===== config.mk =====
export PLATFORM = sky130hd
export DESIGN_NAME = axi4_lite_master
export DESIGN_NICKNAME = d
export VERILOG_FILES = /design/src/rtl/axi4_lite_pkg.sv /design/src/rtl/axi4_lite_master.sv
export SDC_FILE = /design/constraint.sdc
export NUM_CORES = 1
export LEC_CHECK = 0
export ABC_AREA = 0
export BUFFER_PORTS_ARGS = -buffer_cell sky130_fd_sc_hd__buf_2
export CAP_MARGIN = 10
export CORE_AREA = 4 4 135 137
export DETAILED_ROUTE_END_ITERATION = 12
export DIE_AREA = 0 0 139 141
export GPL_TIMING_DRIVEN = 0
export PLACE_DENSITY = 0.63
export SETUP_SLACK_MARGIN = 0.1
export SYNTH_ARGS = -nofsm -noshare
export SYNTH_HDL_FRONTEND = slang
export SYNTH_SLANG_ARGS = --single-unit

===== constraint.sdc =====
create_clock -name clk -period 5.2 [get_ports clk]
set_input_delay 0 -clock clk [delete_from_list [all_inputs] [get_ports clk]]
set_output_delay 0 -clock clk [all_outputs]
set_load 0.01 [all_outputs]

===== src/rtl/axi4_lite_pkg.sv =====
// Shared types and constants for the AXI4-Lite single-outstanding master.
// Latency: n/a (types and constants only).
// Backpressure: n/a.
package axi4_lite_pkg;

  // Master FSM states; read and write share one controller.
  typedef enum logic [2:0] {
    IDLE    = 3'd0,
    RD_ADDR = 3'd1,
    RD_DATA = 3'd2,
    WR_REQ  = 3'd3,
    WR_RESP = 3'd4
  } state_t;

  localparam logic [1:0] RESP_OKAY    = 2'b00;
  localparam logic [1:0] RESP_SLVERR  = 2'b10;

  // Unprivileged, secure, data access.
  localparam logic [2:0] PROT_DEFAULT = 3'b000;

endpackage


===== src/rtl/axi4_lite_master.sv =====
// AXI4-Lite master: turns level start requests into single AXI4-Lite read/write transactions, one outstanding at a time.
// Latency: start to done pulse is 3 cycles minimum (read or write) with an always-ready slave; more with slave stalls.
// Backpressure: VALIDs are held until their handshake; starts are ignored (not queued) while busy.
//
// Ports:
//   clk, arst                       clock (rising edge), asynchronous active-high reset
//   i_addr, i_data                  transaction address / write data, captured on an accepted start
//   i_start_read, i_start_write     level requests, sampled only in IDLE; read wins a tie
//   o_data                          last read data, held until the next read completes
//   o_read_done, o_write_done       one-cycle completion pulses
//   o_error                         one-cycle pulse alongside done on a non-OKAY response or timeout
//   o_busy                          high whenever a transaction is in flight
//   AR_*, R_*, AW_*, W_*, B_*        AXI4-Lite master channels
//
// Build option: define AXI_MASTER_TIMEOUT_EN to add a watchdog that abandons a
// transaction after TIMEOUT_CYCLES cycles outside IDLE (done + o_error pulse).
// Without it the master waits on the slave indefinitely.
module axi4_lite_master
  import axi4_lite_pkg::*;
#(
  parameter int AXI_ADDR_WIDTH = 64,
  parameter int AXI_DATA_WIDTH = 32,
  parameter int TIMEOUT_CYCLES = 255
) (
  input  logic                        clk,
  input  logic                        arst,

  input  logic [AXI_ADDR_WIDTH-1:0]   i_addr,
  input  logic [AXI_DATA_WIDTH-1:0]   i_data,
  input  logic                        i_start_read,
  input  logic                        i_start_write,
  output logic [AXI_DATA_WIDTH-1:0]   o_data,
  output logic                        o_read_done,
  output logic                        o_write_done,
  output logic                        o_busy,
  output logic                        o_error,

  output logic                        AR_VALID,
  output logic [AXI_ADDR_WIDTH-1:0]   AR_ADDR,
  output logic [2:0]                  AR_PROT,
  input  logic                        AR_READY,

  input  logic [AXI_DATA_WIDTH-1:0]   R_DATA,
  input  logic [1:0]                  R_RESP,
  input  logic                        R_VALID,
  output logic                        R_READY,

  output logic                        AW_VALID,
  output logic [AXI_ADDR_WIDTH-1:0]   AW_ADDR,
  output logic [2:0]                  AW_PROT,
  input  logic                        AW_READY,

  output logic [AXI_DATA_WIDTH-1:0]   W_DATA,
  output logic [AXI_DATA_WIDTH/8-1:0] W_STRB,
  output logic                        W_VALID,
  input  logic                        W_READY,

  input  logic [1:0]                  B_RESP,
  input  logic                        B_VALID,
  output logic                        B_READY
);

  state_t                      state_q, state_d;
  logic [AXI_ADDR_WIDTH-1:0]   addr_q;
  logic [AXI_DATA_WIDTH-1:0]   wdata_q;
  logic                        aw_done_q, w_done_q;
  logic                        rd_done_d, wr_done_d, err_d;
  logic                        start_rd, start_wr;
  logic                        aw_hs, w_hs;
  logic                        timeout;

  assign start_rd = (state_q == IDLE) && i_start_read;
  assign start_wr = (state_q == IDLE) && !i_start_read && i_start_write;

  // VALID/READY come purely from registered state, never from the far side's READY/VALID.
  assign AR_VALID = (state_q == RD_ADDR);
  assign R_READY  = (state_q == RD_DATA);
  assign AW_VALID = (state_q == WR_REQ) && !aw_done_q;
  assign W_VALID  = (state_q == WR_REQ) && !w_done_q;
  assign B_READY  = (state_q == WR_RESP);

  assign AR_ADDR  = addr_q;
  assign AW_ADDR  = addr_q;
  assign W_DATA   = wdata_q;
  assign AR_PROT  = PROT_DEFAULT;
  assign AW_PROT  = PROT_DEFAULT;
  assign W_STRB   = '1;

  assign o_busy   = (state_q != IDLE);

  assign aw_hs    = AW_VALID && AW_READY;
  assign w_hs     = W_VALID && W_READY;

`ifdef AXI_MASTER_TIMEOUT_EN
  localparam int                CNT_W    = $clog2(TIMEOUT_CYCLES + 1);
  localparam logic [CNT_W-1:0]  CNT_LAST = CNT_W'(TIMEOUT_CYCLES - 1);

  logic [CNT_W-1:0] cnt_q;

  // Counts cycles spent outside IDLE; the watchdog can never let it wrap
  // because hitting CNT_LAST forces the FSM back to IDLE.
  always_ff @(posedge clk or posedge arst) begin
    if (arst) begin
      cnt_q <= '0;
    end else if (state_q == IDLE) begin
      cnt_q <= '0;
    end else begin
      cnt_q <= cnt_q + CNT_W'(1);
    end
  end

  // Fires on the last of TIMEOUT_CYCLES cycles outside IDLE.
  assign timeout = (state_q != IDLE) && (cnt_q == CNT_LAST);
`else
  assign timeout = 1'b0;
`endif

  always_ff @(posedge clk or posedge arst) begin
    if (arst) begin
      state_q <= IDLE;
    end else begin
      state_q <= state_d;
    end
  end

  always_comb begin
    state_d   = state_q;
    rd_done_d = 1'b0;
    wr_done_d = 1'b0;
    err_d     = 1'b0;
    unique case (state_q)
      IDLE: begin
        if (start_rd) begin
          state_d = RD_ADDR;
        end else if (start_wr) begin
          state_d = WR_REQ;
        end
      end
      RD_ADDR: begin
        if (AR_READY) begin
          state_d = RD_DATA;
        end
      end
      RD_DATA: begin
        if (R_VALID) begin
          state_d   = IDLE;
          rd_done_d = 1'b1;
          err_d     = (R_RESP != RESP_OKAY);
        end
      end
      WR_REQ: begin
        // Each channel is complete if it handshook earlier or handshakes now.
        if ((aw_done_q || aw_hs) && (w_done_q || w_hs)) begin
          state_d = WR_RESP;
        end
      end
      WR_RESP: begin
        if (B_VALID) begin
          state_d   = IDLE;
          wr_done_d = 1'b1;
          err_d     = (B_RESP != RESP_OKAY);
        end
      end
      default: state_d = IDLE;
    endcase

    // A genuine completion in the watchdog's last cycle takes precedence.
    if (timeout && (state_d != IDLE)) begin
      state_d   = IDLE;
      err_d     = 1'b1;
      rd_done_d = (state_q == RD_ADDR) || (state_q == RD_DATA);
      wr_done_d = (state_q == WR_REQ) || (state_q == WR_RESP);
    end
  end

  always_ff @(posedge clk or posedge arst) begin
    if (arst) begin
      addr_q       <= '0;
      wdata_q      <= '0;
      aw_done_q    <= 1'b0;
      w_done_q     <= 1'b0;
      o_data       <= '0;
      o_read_done  <= 1'b0;
      o_write_done <= 1'b0;
      o_error      <= 1'b0;
    end else begin
      o_read_done  <= rd_done_d;
      o_write_done <= wr_done_d;
      o_error      <= err_d;

      if (start_rd || start_wr) begin
        addr_q <= i_addr;
      end
      if (start_wr) begin
        wdata_q <= i_data;
      end
      if ((state_q == RD_DATA) && R_VALID) begin
        o_data <= R_DATA;
      end

      // Per-channel "already handshaken" flags live only for the WR_REQ phase.
      if (state_q != WR_REQ) begin
        aw_done_q <= 1'b0;
        w_done_q  <= 1'b0;
      end else begin
        if (aw_hs) aw_done_q <= 1'b1;
        if (w_hs)  w_done_q  <= 1'b1;
      end
    end
  end

endmodule


==> results.cfg <==
[power_and_ir_drop]
p_int_w = 0.004042
power.switching_w = 0.002098
ir_worst_vdd_v = 0.0002839
clkPwrFrac_pct = 20.1
p_leak_nw = 5.108
pwr-share-seq_pct = 32.0
p_total_w = 0.006139
p_comb_share_pct = 47.8
switching_share_pct = 34.17
power.density_nw_per_um2 = 618.6

[timing]
rsz0062_at_grt = no
setup_violations = 0
hold_viol = 0
slew_headroom_pct = 57.94
drv_slew = 0
skew_ps = 5.568
finalCritPeriodShare_pct = 47.30
max_slew.worst_pin.slew_ps = 630.9
period_minus_slack_ps = 2460
fmax_mhz = 406.6
tns_ps = 0
whs_ps = 48.63

[run_status]
status = finished clean

[layout]
diodes = 0
mostFrequentLayoutCell = buf_2
area_growth_pct = 69.09
utilization_pct = 58.19
final_area_sq_um = 9925
drive_gt1_share_pct = 64.14
final_cell_mix = 344 x buf_2, 140 x dlygate4sd3_1, 136 x dfrtp_1, 86 x mux2_2, 74 x buf_4
fin_nets = 1037

[flow_run]
cap_violations = 0

[grt]
grt_pass1_wl_mm = 27.26
antenna_found_initial = 0
grt_busiest_layer = met2
grt_max_degree = 70
grt_overflow = 0
grt_util_met2_pct = 31.19
grt.met3_usage_pct = 5.868
grt.total_usage_pct = 17.28
met1_usage_pct = 19.60
grt_pass1_vias = 5060

[clock_tree]
h-tree-depth = 4
cts_buffer_depth = 2
tritoncts = yes
ctsHoldBuffers = 140
post_cts_buffers = 0
cts_num_sinks = 136
post_cts_resized = 0
cts_root_buf = clkbuf_16
cts_buffers = 17
path_clk_slew_ps = 60
clkLatencyLatePin_ps = 410

[yosys]
ys_ff_latch = 136
synth_warnings = 0
synthDistinctLibCells = 24
synth_area_sq_um = 5869
syn_inst = 387
yosysSeqAreaShare_pct = 57.98
postSynthAreaPerCell_sq_um = 15.17

[critical_path]
crit_type = reg2reg
crit_required_ps = 5550
cp_max_fo = 6
path_delay_family = buffers and inverters
cp_cell_sequence = or3b_2 -> nor2_1 -> o21ai_0 -> dlygate4sd3_1 -> o21ai_0 -> dlygate4sd3_1
path_buf_inv = 2
cp.arrival_ps = 2810
max_stage_delay_ps = 560
cp-start-kind = flip-flop
slowest_stage = dlygate4sd3_1
cp-end-kind = flip-flop

[route]
wl_mm = 17.28
wl_per_cell_um = 15.24
vias = 4770
drc = 0
dr.pass1.iters = 4
vias_per_cell = 4.206
ant_nets = 0
drtIter0Drc = 123

[floorplan]
core-area_sq_um = 17060
fp.dieH_um = 141
start_util_pct = 34.41
rows = 48
die_w_um = 139
die_area_sq_um = 19600
io_pins = 352

[placement]
hpwl_mm = 11.77
io_buffers = 341
place.gp.congestion = 0.7943
place_area_sq_um = 7920

[worst_hold_path]
hold_path.class = in2reg
[registers in the layout, indices dropped and copies added (netlist names)]
signal / flops
AR_ADDR: 64
W_DATA: 32
aw_done_q: 1
o_data: 32
o_error: 1
o_read_done: 1
o_write_done: 1
state_q: 3
w_done_q: 1
[tightest hold or removal path: stages]
cell	delay [ps]
buf_2	140
o21ai_0	150
mux2_2	140
[cells in the mapped netlist]
library cell | n | area [sq um]
dfrtp_1 | 136 | 3403
mux2_2 | 86 | 968.4
buf_4 | 74 | 555.5
mux2_4 | 30 | 450.4
mux2_1 | 13 | 146.4
buf_6 | 10 | 112.6
nor2_1 | 10 | 37.54
inv_1 | 4 | 15.01
o21ai_0 | 4 | 20.02
buf_2 | 3 | 15.01
conb_1 | 2 | 7.510
o22a_1 | 2 | 17.52
or3b_2 | 2 | 17.52
clkinv_1 | 1 | 3.750
nand2_1 | 1 | 3.750
nand2_4 | 1 | 11.26
nand2b_1 | 1 | 6.260
nand3b_1 | 1 | 7.510
nor2_4 | 1 | 11.26
nor2_8 | 1 | 20.02
o22ai_1 | 1 | 6.260
o311ai_2 | 1 | 16.27
o32a_1 | 1 | 10.01
or3_1 | 1 | 6.260
[power by group through the flow]
stage | Clock, W | Sequential [W] | Combinational (W)
final | 0.00124 | 0.00197 | 0.00294
after global routing | 0.00132 | 0.00204 | 0.00315
after CTS | 0.00127 | 0.00196 | 0.00295
after detailed placement | 0 | 0.00196 | 0.00284
after global placement | 0 | 0.00196 | 0.00280
after floorplan | 0 | 0.00217 | 0.00153
[per-stage QoR]
step                cells  setup WS, ps
floorplan             395          1561
global placement      961        -144.2
detailed placement    962          3285
CTS                  1134          2713
global route         1134          2596
finish               1134          2740
[path summary, 6_finish.rpt]
path	startpoint	cells past startpoint	slack, ps	to
setup / recovery	state_q[0]	6	2740	o_error
hold / removal	i_start_read	3	50	state_q[1]
setup reg to reg	state_q[0]	6	2740	o_error
hold reg to reg	o_data[14]	1	500	o_data[14]
max in group asynchronous	arst	4	4210	o_write_done
min in group asynchronous	arst	3	230	AR_ADDR[29]
[layout make-up]
cell class / count / area (sq um)
sequential: 136 / 3403
multi-input combinational: 167 / 1794
clock buffer: 18 / 429.2
timing repair buffer: 482 / 3136
fill: 1401 / 7132
buffer: 87 / 683.2
tap: 225 / 281.5
clock inverter: 14 / 173.9
inverter: 5 / 23.77
[routing by layer]
layer / vias to the layer above / share of wire (%)
li1: 2264 / -
met1: 2293 / 38
met2: 199 / 53
met3: 14 / 7.5
met4: 0 / 1.2
met5: - / 0
[cells by family (layout without fill, tap and decap cells)]
kind of cell	after synthesis	in the layout	share of synthesized area, %
buffers and inverters	92	606	11.96
muxes	129	129	26.67
other	2	10	0.1280
AOI/OAI and AO/OA	9	9	1.194
DFF	136	136	57.98
and+or+nand+nor	19	19	2.068
No activity file was read; power rests on OpenSTA's default activity.
